<file path="src/rtl/fetch_unit_pkg.sv">
// Shared processor definitions used by the instruction fetch front end.
// Defines the word widths, the reset fetch address and the queue entry layout.
package fetch_unit_pkg;

  localparam int unsigned XLEN = 32;
  localparam int unsigned ILEN = 32;
  localparam logic [XLEN-1:0] RESET_PC_DEFAULT = 32'h0000_0000;

  typedef struct packed {
    logic [XLEN-1:0] pc;
    logic [ILEN-1:0] inst;
  } fetch_entry_t;

  function automatic logic [XLEN-1:0] align_word(input logic [XLEN-1:0] a);
    return a & ~XLEN'(3);
  endfunction

endpackage

</file>
<file path="src/rtl/fetch_fifo.sv">
// Circular instruction queue of {pc, inst} entries with push, pop, flush and occupancy.
// A flush wins over a same-cycle push; the pop in that cycle is simply absorbed.
module fetch_fifo
  import fetch_unit_pkg::*;
#(
  parameter int unsigned DEPTH = 4
) (
  input  logic                       clk,
  input  logic                       rst,
  input  logic                       i_push,
  input  fetch_entry_t               i_wdata,
  input  logic                       i_pop,
  input  logic                       i_flush,
  output fetch_entry_t               o_rdata,
  output logic                       o_empty,
  output logic [$clog2(DEPTH):0]     o_count
);

  localparam int unsigned AW = $clog2(DEPTH);

  fetch_entry_t  r_mem [DEPTH];
  logic [AW-1:0] r_wptr;
  logic [AW-1:0] r_rptr;
  logic [AW:0]   r_count;
  logic          w_push;
  logic          w_pop;
  logic          w_full;

  assign w_full  = (r_count == (AW+1)'(DEPTH));
  assign o_empty = (r_count == '0);
  assign w_push  = i_push && !i_flush;
  assign w_pop   = i_pop && !o_empty;
  assign o_rdata = r_mem[r_rptr];
  assign o_count = r_count;

  always_ff @(posedge clk) begin
    if (w_push) r_mem[r_wptr] <= i_wdata;
  end

  always_ff @(posedge clk) begin
    if (rst || i_flush) begin
      r_wptr  <= '0;
      r_rptr  <= '0;
      r_count <= '0;
    end else begin
      if (w_push) r_wptr <= r_wptr + 1'b1;
      if (w_pop)  r_rptr <= r_rptr + 1'b1;
      r_count <= r_count + (AW+1)'(w_push) - (AW+1)'(w_pop);
    end
  end

  a_no_overflow:  assert property (@(posedge clk) disable iff (rst) !(w_push && w_full));
  a_no_underflow: assert property (@(posedge clk) disable iff (rst) !(i_pop && o_empty));

endmodule

</file>
<file path="src/rtl/fetch_unit.sv">
// Instruction fetch: credit-limited request stream into a small queue feeding decode.
// Redirects flush the queue and restart fetching at the (word-aligned) target.
module fetch_unit
  import fetch_unit_pkg::*;
#(
  parameter int unsigned     DEPTH    = 4,
  parameter logic [XLEN-1:0] RESET_PC = RESET_PC_DEFAULT
) (
  input  logic                   clk,
  input  logic                   rst,
  output logic                   imem_req,
  output logic [XLEN-1:0]        imem_addr,
  input  logic [ILEN-1:0]        imem_rdata,
  input  logic                   redirect,
  input  logic [XLEN-1:0]        redirect_pc,
  output logic                   dec_valid,
  input  logic                   dec_ready,
  output logic [ILEN-1:0]        dec_inst,
  output logic [XLEN-1:0]        dec_pc,
  output logic [XLEN-1:0]        dec_pc4,
  output logic [$clog2(DEPTH):0] q_count
);

  localparam int unsigned CW = $clog2(DEPTH) + 1;

  logic [XLEN-1:0] r_fetch_pc;
  logic            r_inflight;
  logic [XLEN-1:0] r_inflight_pc;
  logic            r_squash;

  logic            w_req;
  logic            w_push;
  logic            w_pop;
  logic            w_empty;
  logic [CW-1:0]   w_count;
  logic [CW:0]     w_occ;
  fetch_entry_t    w_entry;
  fetch_entry_t    w_head;

  // Occupancy counts the response already in flight so the queue can never overflow.
  assign w_occ     = {1'b0, w_count} + {{CW{1'b0}}, r_inflight};
  assign w_req     = !rst && !redirect && (w_occ < (CW+1)'(DEPTH));
  assign imem_req  = w_req;
  assign imem_addr = r_fetch_pc;

  assign w_push    = !rst && !redirect && r_inflight && !r_squash;
  assign w_entry   = '{pc: r_inflight_pc, inst: imem_rdata};

  assign dec_valid = !rst && !w_empty;
  assign w_pop     = dec_valid && dec_ready;
  assign dec_inst  = w_head.inst;
  assign dec_pc    = w_head.pc;
  assign dec_pc4   = w_head.pc + XLEN'(4);
  assign q_count   = rst ? '0 : w_count;

  always_ff @(posedge clk) begin
    if (rst) begin
      r_fetch_pc    <= align_word(RESET_PC);
      r_inflight    <= 1'b0;
      r_inflight_pc <= '0;
      r_squash      <= 1'b0;
    end else begin
      r_inflight <= w_req;
      r_squash   <= redirect;
      if (redirect) begin
        r_fetch_pc <= align_word(redirect_pc);
      end else if (w_req) begin
        r_fetch_pc    <= r_fetch_pc + XLEN'(4);
        r_inflight_pc <= r_fetch_pc;
      end
    end
  end

  fetch_fifo #(
    .DEPTH(DEPTH)
  ) u_fifo (
    .clk     (clk),
    .rst     (rst),
    .i_push  (w_push),
    .i_wdata (w_entry),
    .i_pop   (w_pop),
    .i_flush (redirect && !rst),
    .o_rdata (w_head),
    .o_empty (w_empty),
    .o_count (w_count)
  );

endmodule

</file>
<file path="config.mk">
export PLATFORM = sky130hd
export DESIGN_NAME = fetch_unit
export DESIGN_NICKNAME = d
export VERILOG_FILES = /design/src/rtl/fetch_unit_pkg.sv /design/src/rtl/fetch_fifo.sv /design/src/rtl/fetch_unit.sv
export SDC_FILE = /design/constraint.sdc
export NUM_CORES = 1
export LEC_CHECK = 0
export ABC_AREA = 1
export ABC_CLOCK_PERIOD_IN_PS = 6130
export CAP_MARGIN = 20
export CORE_MARGIN = 2
export CORE_UTILIZATION = 55
export DETAILED_ROUTE_END_ITERATION = 7
export GPL_ROUTABILITY_DRIVEN = 0
export PLACE_DENSITY = 0.9
export SYNTH_ARGS = -nofsm -noshare
export SYNTH_HDL_FRONTEND = slang
export SYNTH_SLANG_ARGS = --single-unit
</file>
<file path="constraint.sdc">
create_clock -name clk -period 6.13 [get_ports clk]
set_input_delay 1.5325 -clock clk [delete_from_list [all_inputs] [get_ports clk]]
set_output_delay 1.5325 -clock clk [all_outputs]
set_load 0.05 [all_outputs]
</file>
==> run metrics, run 1 <==
status=finished clean; Pre-antenna DRT Iters=5; area grow syn2layout=23.3%; Clock Tree Root=clkbuf_16; cell row count=59; Worst-Skew Late Latency=0.57 ns; placed insts=2014; buffer and inverter count on the worst path=2; final std cell area, no fill=17700 um^2; Critical Path Start Type=flop; initial antenna violation count=0; Leak=6.79 nW; post-synthesis register bit count=319; CP max-delay cell=clkdlybuf4s50_1; number of global-route vias before repair=approximately 11000; worst-margin pin slew=0.832 ns; post-route setup TNS=0 ns; Final Cycle Share=89.7%; Ant. Diodes=0; CTS tree=yes; first-pass GRT wire length=55800 um; maxcap violations=0; most frequent cells in the layout=454 x nand2_1, 248 x edfxtp_1, 191 x clkdlybuf4s50_1, 189 x nor2_1, 113 x inv_1; initial DRC count=1057; Final #Nets=1790; cells along the critical path=buf_4, nand2_1, nand2_1, nand2_1, nand2_1, nand2_1, nor2_1, nand2_1, nor2_1, nand3_1, nand2_1, clkdlybuf4s50_1; YS warnings=0; wire per inst=approximately 17 um; DP Area=roughly 17000 um^2; fmax=182 MHz; CTS max path bufs=3; Post-DP HPWL=23200 um; core area=roughly 26000 um^2; post-CTS sizing=0; Netlist Area Pre-Place=14300 um^2; DRT Wirelength=35700 um; Crit. End Element=primary output; H-tree depth=1; Total GRT Usage=26.0%; total chip power=around 0.0048 W; Worst path most repeated cell=nand2_1; die width=165 um; grt peak-use layer=met2; total number of vias=11584; Final Max Slew Viols=0; met1 GRT Util=33.4%; io pins=201; Worst Skew=just under 0.03 ns; final setup fails=0; Post-Synthesis Cells=1536; Power per Cell Area=270 nW/um^2; TritonCTS Buffers=31; fraction of registers with async set/reset=0%; fraction of layout cells with a size suffix above 1=5.99%; mean post-synth cell area=9.33 um^2; GR Overflow Total=0; largest net degree at the start of global routing=83; max incr delay on CP=0.84 ns; CP Class=reg2out; Period minus WS final=5.50 ns; IO Port Bufs=192; Via density=5.59; crit path DAT=slightly below 4 ns; Hold Crit Class=reg2reg; hold buffers post-CTS=0; EDFF count, synth=248; GR Layer Usage met3=4.55%; most common cell after layout, fill and taps aside=nand2_1; fin cells=2071; post-synthesis sequential area ratio=61.9%; Crit Path Max Fanout=82; slew margin rel.=44.4%; Fin. Hold Viols=0; met2 Use GR=about 43%; RSZ-0062 raised after global routing=false; die area=27400 um^2; reg-to-reg setup timing slack=3.83 ns; top_reg_cell synth=edfxtp_1; remaining antenna violation count after routing=0; Peak VDD IR=0.000234 V; DRC=0; Sink Count=319; buffer count from post-CTS setup fixing=0; clock slew at reported path FFs=0.07 ns; Required @ worst endpoint=around 4.6 ns; Netlist cell types=38; Die Ht=165 um; cell family with most CP delay=buffers and inverters; initial core utilization=55.5%
-- logic make-up after synthesis --
family,share of synthesized area [%]
adder cells (fa/ha/maj),0.925
buffers and inverters,5.65
flip-flops,61.9
AO/OA/AOI/OAI,7.66
XOR/XNOR,1.34
AND/OR/NAND/NOR,22.5
other,0.0262
-- stage by stage --
stage	utilization [%]	hold WS (ns)	setup slack [ns]
3_3_place_gp	64.1	0.468	1.31
3_5_place_dp	64.1	0.488	1.22
4_1_cts	68.4	0.502	0.627
5_1_grt	68.4	0.517	0.313
2_1_floorplan	-	0.455	0.967
6_report	68.4	0.484	0.634
-- sequential cells by signal (all words and copies together) (netlist names), named ones only --
| register | count |
|---|---|
| u_fifo.o_count | 3 |
| r_inflight_pc | 30 |
| r_inflight | 1 |
| imem_addr | 30 |
| u_fifo.r_wptr | 2 |
| r_squash | 1 |
| u_fifo.r_mem | 248 |
| u_fifo.r_rptr | 2 |
-- final timing paths --
path,startpoint,end,cells after the start
hold reg to reg,r_inflight_pc[26]$_SDFFE_PP0P_,u_fifo.r_mem[1][58]$_DFFE_PP_,0
setup reg to reg,r_inflight$_SDFF_PP0_,u_fifo.r_mem[0][5]$_DFFE_PP_,7
setup / recovery,flop,dec_pc4[27],12
hold / removal,r_inflight_pc[26]$_SDFFE_PP0P_,u_fifo.r_mem[1][58]$_DFFE_PP_,0
-- Yosys cell counts, drive strengths merged (3+ instances only) --
library cell / count / area share, %
nand2: 465 / 12
edfxtp: 248 / 52
nor2: 199 / 5.4
inv: 120 / 3.1
o21ai: 107 / 3.7
nand3: 104 / 3.7
dfxtp: 71 / 9.9
buf: 37 / 1.6
a21oi: 34 / 1.2
o22ai: 34 / 1.5
clkbuf: 33 / 0.86
xor2: 21 / 1.3
a211oi: 10 / 0.52
nand4: 10 / 0.44
nor3: 10 / 0.35
ha: 9 / 0.79
a31oi: 7 / 0.31
o211ai: 4 / 0.21
nand3b: 3 / 0.16
-- metal layers --
metal,vias to the layer above,share of wire (%)
met5,-,0
met4,0,3.7
met3,115,9.8
met2,598,48
met1,5383,39
li1,5488,-
-- where the power goes --
part           internal [W]  switching, W  total [W]
registers           0.00236     0.0000414    0.00240
logic              0.000110      0.000201   0.000311
clock network       0.00125      0.000813    0.00206
total               0.00372       0.00106    0.00477
-- area by class of cell --
type	instances	area [um^2]
clock inverters	18	270
fillers	1797	8160
repair buffers	208	2100
inverters	120	452
clock buffers	39	852
well taps	335	419
multi-input cells	1032	4710
flip-flops and latches	319	8870
Note: power is estimated with default switching activity, not from simulation.
==> inputs of run 2 (changes only) <==
--- a/config.mk
+++ b/config.mk
@@ -6,13 +6,13 @@
 export NUM_CORES = 1
 export LEC_CHECK = 0
 export ABC_AREA = 1
-export ABC_CLOCK_PERIOD_IN_PS = 6130
+export ABC_CLOCK_PERIOD_IN_PS = 6700
 export CAP_MARGIN = 20
 export CORE_MARGIN = 2
-export CORE_UTILIZATION = 55
+export CORE_UTILIZATION = 59
 export DETAILED_ROUTE_END_ITERATION = 7
 export GPL_ROUTABILITY_DRIVEN = 0
-export PLACE_DENSITY = 0.9
+export PLACE_DENSITY = 0.95
 export SYNTH_ARGS = -nofsm -noshare
 export SYNTH_HDL_FRONTEND = slang
 export SYNTH_SLANG_ARGS = --single-unit
==> constraint.sdc (replaced) <==
create_clock -name clk -period 6.7 [get_ports clk]
set_input_delay 1.675 -clock clk [delete_from_list [all_inputs] [get_ports clk]]
set_output_delay 1.675 -clock clk [all_outputs]
set_load 0.05 [all_outputs]
==> run 2 against run 1 <==
Worst hold slack gained 0.0075 ns. Register-to-register slack gained 0.57 ns. Die area shrank 6.6%. Clock skew is essentially flat. Clock power shrank 12%. Flip-flop and latch count is the same. Worst setup slack gained 0.17 ns. Routed wire length grew 5.0%.
==> run metrics, run 2 (synthesized netlist as in run 1, its figures left out) <==
status=finished clean; post-route setup TNS=0 ns (unchanged); IO Port Bufs=192 (unchanged); Worst-Skew Late Latency=0.53 ns (-0.04 ns); CP max-delay cell=clkdlybuf4s50_1; RSZ-0062 raised after global routing=false; first-pass GRT wire length=59400 um (+6.5%); Critical Path Start Type=flop; initial antenna violation count=0 (unchanged); Fin. Hold Viols=0 (unchanged); Leak=6.75 nW (-0.57%); total number of vias=11976 (+3.4%); number of cells on the critical path=11 (-1); max incr delay on CP=0.86 ns (+0.02 ns); hold depth=0 (unchanged); most common cell after layout, fill and taps aside=nand2_1; worst-margin pin slew=0.952 ns (+0.119 ns); area grow syn2layout=22.5%; clock slew at reported path FFs=0.06 ns (about the same); Clock Tree Root=clkbuf_16; Post-DP HPWL=22900 um (-1.2%); cells along the critical path=clkinv_2, nand2_1, nand2_1, nand2_1, nand2_1, ha_1, nand3_1, nor2_1, nand2_1, xor2_1, clkdlybuf4s50_1; maxcap violations=0 (unchanged); DRC=0 (unchanged); Sink Count=319 (unchanged); initial DRC count=1476 (+40%); most frequent cells in the layout=454 x nand2_1, 248 x edfxtp_1, 191 x clkdlybuf4s50_1, 189 x nor2_1, 113 x inv_1; slew margin rel.=36.6% (-7.8 points); Final #Nets=1790 (unchanged); final worst slack=0.801 ns (+0.167 ns); CP Class=reg2out; wire per inst=18.2 um (+5.4%); Crit. End Element=primary output; DRT Wirelength=37500 um (+5.0%); Pre-antenna DRT Iters=6 (+1); Worst path most repeated cell=nand2_1; TritonCTS Buffers=34 (+9.7%); Final Max Slew Viols=0 (unchanged); number of global-route vias before repair=11464 (+2.1%); Die Ht=160 um (-3.4%); CTS tree=yes; Via density=5.81 (+3.8%); Crit Path Max Fanout=56 (-32%); remaining antenna violation count after routing=0 (unchanged); Hold Crit Class=reg2reg; H-tree depth=2 (+1); Ant. Diodes=0 (unchanged); Biggest register=u_fifo.r_mem; buffer count from post-CTS setup fixing=0 (unchanged); Peak VDD IR=0.000144 V (-38%); Worst Skew=0.0293 ns (+0.000371 ns); cell row count=57 (-3.4%); fmax=between 150 and 200 MHz; number of flip-flops in the largest register=248 (unchanged); final setup fails=0 (unchanged); CTS max path bufs=3 (unchanged); Place WS=1.36 ns (+0.138 ns); post-CTS sizing=0 (unchanged); Required @ worst endpoint=5.03 ns (+0.43 ns); die width=160 um (-3.4%); io pins=201 (unchanged); buffer and inverter count on the worst path=2 (unchanged); fraction of layout cells with a size suffix above 1=5.52% (-0.47 points); Power per Cell Area=245 nW/um^2 (-9.2%); core area=24100 um^2 (-6.7%); cell family with most CP delay=buffers and inverters; crit path DAT=4.22 ns (+0.26 ns); GR Overflow Total=0 (unchanged); initial core utilization=59.5% (+4.0 points); Total GRT Usage=29.2% (+3.2 points); R2R depth=11 (+4); Period minus WS final=5.90 ns; hold buffers post-CTS=0 (unchanged); die area=25600 um^2 (-6.6%); Final Cycle Share=88.0%; largest net degree at the start of global routing=83 (unchanged)
[run 2: cell types whose count changed in the layout (fill, tap and decap cells not counted), moves of 4 or more]
cell       change
bufinv_16      -4
clkbuf_1       +5
buf_12         -4
clkinv_1       +5
clkinv_2       +4
[run 2: worst register-to-register path, cell delays in order, from the launching register on]
cell and delay, ns:
dfxtp_1 0.35, ha_1 0.21, o21bai_1 0.15, nand2_1 0.06
nand3_1 0.06, buf_4 0.22, inv_2 0.10, buf_4 0.61
o21ai_0 0.24, o211ai_1 0.13, nand2_1 0.07, inv_1 0.07
[run 2: stage by stage]
step                hold slack, ns  area, um^2  utilization [%]  cells  total power, W
floorplan                    0.455       14400                -   1541         0.00240
global placement             0.467       16500             68.3   2000         0.00251
detailed placement           0.492       16500             68.3   2000         0.00252
CTS                          0.491       17600             72.9   2062         0.00432
global route                 0.514       17600             72.9   2062         0.00442
finish                       0.492       17600             72.9   2062         0.00431
[run 2: report_power, final]
part           internal, W  switching, W  total (W)
combinational     0.000100      0.000186   0.000287
clock              0.00107      0.000753    0.00182
sequential         0.00216     0.0000393    0.00220
total              0.00333      0.000978    0.00431
[run 2: worst paths after layout]
check / start / slack [ns] / end
setup / recovery: flop / 0.80 / dec_pc4[16]
hold / removal: r_inflight_pc[30]$_SDFFE_PP0P_ / 0.49 / u_fifo.r_mem[0][62]$_DFFE_PP_
setup reg to reg: u_fifo.o_count[1]$_SDFF_PP0_ / 4.40 / imem_addr[10]$_SDFFE_PP0P_
hold reg to reg: r_inflight_pc[30]$_SDFFE_PP0P_ / 0.49 / u_fifo.r_mem[0][62]$_DFFE_PP_
[run 2: layout make-up]
class / instances / area (um^2)
inverters: 120 / 452
clock buffers: 44 / 931
well taps: 324 / 405
flip-flops and latches: 319 / 8870
fillers: 1564 / 6540
clock inverters: 18 / 171
repair buffers: 205 / 2030
multi-input cells: 1032 / 4710
[run 2: metal layers]
| layer | global-route usage (%) | share of wire, % |
|---|---|---|
| met3 | 4.68 | 11 |
| met2 | 48.0 | 48 |
| met1 | 38.8 | 38 |
| met5 | 0 | 0 |
| met4 | 13.1 | 4.0 |
==> inputs of run 3 (changes only) <==
--- a/config.mk
+++ b/config.mk
@@ -7,11 +7,12 @@
 export LEC_CHECK = 0
 export ABC_AREA = 1
 export ABC_CLOCK_PERIOD_IN_PS = 6700
-export CAP_MARGIN = 20
 export CORE_MARGIN = 2
-export CORE_UTILIZATION = 59
+export CORE_UTILIZATION = 60
+export CTS_BUF_LIST = sky130_fd_sc_hd__clkbuf_4 sky130_fd_sc_hd__clkbuf_8
 export DETAILED_ROUTE_END_ITERATION = 7
 export GPL_ROUTABILITY_DRIVEN = 0
+export HOLD_SLACK_MARGIN = 0.1
 export PLACE_DENSITY = 0.95
 export SYNTH_ARGS = -nofsm -noshare
 export SYNTH_HDL_FRONTEND = slang
==> run 3 against run 2 <==
Core utilization grew 1.7 points. First-iteration DRC count shrank 2.6%. Fmax shrank 2.6%. Non-clock buffer count grew 1. Largest cell class unchanged. Cell area fell by 0.41%. Critical path type unchanged. Critical path depth increased by 2. Critical endpoint is now dec_pc4[31]. Global-route usage up 1.8 points. Combinational power barely moved. Routed wire length up 4.3%. Final cell count grew 1.1%. Flip-flop and latch count unchanged.
==> run metrics, run 3 (synthesized netlist as in run 1, its figures left out) <==
most common cell after layout, fill and taps aside=nand2_1; wire per inst=18.8 um (+3.2%); initial core utilization=61.1% (+1.6 points); cell family with most CP delay=buffers and inverters; Die Ht=159 um (-0.82%); fraction of layout cells with a size suffix above 1=6.85% (+1.3 points); Post-DP HPWL=24200 um (+6.0%); Worst-Skew Late Latency=0.58 ns (+0.05 ns); status=finished clean; slew margin rel.=22.4% (-14 points); Ant. Diodes=0 (unchanged); io pins=201 (unchanged); final setup fails=0 (unchanged); Crit Path Max Fanout=95 (+70%); CP Class=reg2out; core area=23500 um^2 (-2.6%); first-pass GRT wire length=59900 um (+0.95%); Sink Count=319 (unchanged); cells along the critical path=clkinv_2, buf_4, nand2_1, nand2_1, nand2_1, nand2_1, nand2_1, nor2_1, nand2_1, nor2_1, nand3_1, nand2_1, clkdlybuf4s50_1; worst-margin pin slew=1.16 ns (+0.212 ns); Clock Tree Root=clkbuf_8; CP max-delay cell=buf_4; DRT Wirelength=39100 um (+4.3%); hold buffers post-CTS=0 (unchanged); Power per Cell Area=240 nW/um^2 (-2.3%); Leak=6.75 nW (about the same); area grow syn2layout=22.0%; Fin. Hold Viols=0 (unchanged); die area=25100 um^2 (-1.6%); post-route setup TNS=0 ns (unchanged); number of flip-flops in the largest register=248 (unchanged); max incr delay on CP=0.81 ns (-0.05 ns); post-CTS sizing=0 (unchanged); Period minus WS final=6.06 ns (+0.159 ns); Required @ worst endpoint=5.03 ns (about the same); largest net degree at the start of global routing=116 (+40%); Total GRT Usage=31.0% (+1.8 points); cell row count=56 (-1.8%); initial DRC count=1437 (-2.6%); initial antenna violation count=0 (unchanged); remaining antenna violation count after routing=0 (unchanged); clock slew at reported path FFs=0.07 ns (about the same); Worst path most repeated cell=nand2_1; CTS tree=yes; Critical Path Start Type=flop; CTS max path bufs=3 (unchanged); most frequent cells in the layout=454 x nand2_1, 248 x edfxtp_1, 191 x clkdlybuf4s50_1, 189 x nor2_1, 113 x inv_1; Via density=5.83 (+0.40%); Crit. End Element=primary output; final core occ=74.5% (+1.7 points); DRC=0 (unchanged); total number of vias=12158 (+1.5%); final worst slack=0.642 ns (-0.159 ns); Place WS=1.39 ns (+0.0334 ns); Final Max Slew Viols=0 (unchanged); Final Cycle Share=90.4% (+2.4 points); Pre-antenna DRT Iters=8 (+2); buffer and inverter count on the worst path=3 (+1); maxcap violations=0 (unchanged); buffer count from post-CTS setup fixing=0 (unchanged); Final #Nets=1806 (+0.89%); crit path DAT=4.38 ns (+0.16 ns); Biggest register=u_fifo.r_mem; DP Area=16500 um^2 (about the same); Hold Crit Class=reg2reg; fmax=165 MHz (-2.6%); number of global-route vias before repair=11589 (+1.1%); RSZ-0062 raised after global routing=false; Peak VDD IR=0.000188 V (+30%); IO Port Bufs=192 (unchanged); Worst Skew=0.0164 ns (-0.0129 ns); GR Overflow Total=0 (unchanged); TritonCTS Buffers=49 (+44%); final std cell area, no fill=17500 um^2 (-0.41%); die width=159 um (-0.82%); H-tree depth=2 (unchanged)
run 3: cell types whose count changed in the layout (fill, tap and decap cells not counted):
cell and delta:
clkbuf_2 -1, clkinv_2 -4, clkbuf_1 -6, inv_4 +1, clkinvlp_4 -1, clkbuf_8 +53, bufinv_16 +1, clkinv_8 -2
clkbuf_16 -35, buf_4 +1, clkbuf_4 +12, clkinv_1 +9
run 3: cell type report:
class	instances	area (um^2)
sequential	319	8870
fill	1429	5980
multi-input combinational	1032	4710
timing repair buffer	206	2040
clock buffer	67	847
inverter	120	452
tap	319	399
clock inverter	22	181
run 3: per-layer routing:
metal	vias up	global-route usage, %	wire (um)
li1	5535	-	-
met1	5592	39.4	14100
met2	900	51.9	19000
met3	131	6.02	4460
met4	0	13.5	1500
met5	-	0	0
run 3: final timing paths:
path,start,to,slack [ns],depth (start not counted)
hold reg to reg,r_inflight_pc[28]$_SDFFE_PP0P_,u_fifo.r_mem[0][60]$_DFFE_PP_,0.49,0
setup / recovery,flop,dec_pc4[31],0.64,13
setup reg to reg,r_inflight$_SDFF_PP0_,u_fifo.r_mem[0][22]$_DFFE_PP_,4.13,7
hold / removal,r_inflight_pc[28]$_SDFFE_PP0P_,u_fifo.r_mem[0][60]$_DFFE_PP_,0.49,0
run 3: per-stage QoR:
step	instances	power, W	hold WS [ns]
after floorplan	1541	0.00240	0.455
after global placement	1996	0.00251	0.469
after detailed placement	1996	0.00252	0.487
after CTS	2085	0.00419	0.493
after global routing	2085	0.00430	0.506
final	2085	0.00419	0.491
run 3: where the power goes:
part	internal, W	switching (W)
logic	0.000101	0.000188
clock network	0.000936	0.000765
registers	0.00216	0.0000403
run 3: worst reg2reg max path: cells and delay by family, from the launching register on:
family	cells	cell delay (ns)
simple gates	3	1.11
buf+inv	4	0.80
flops	1	0.33
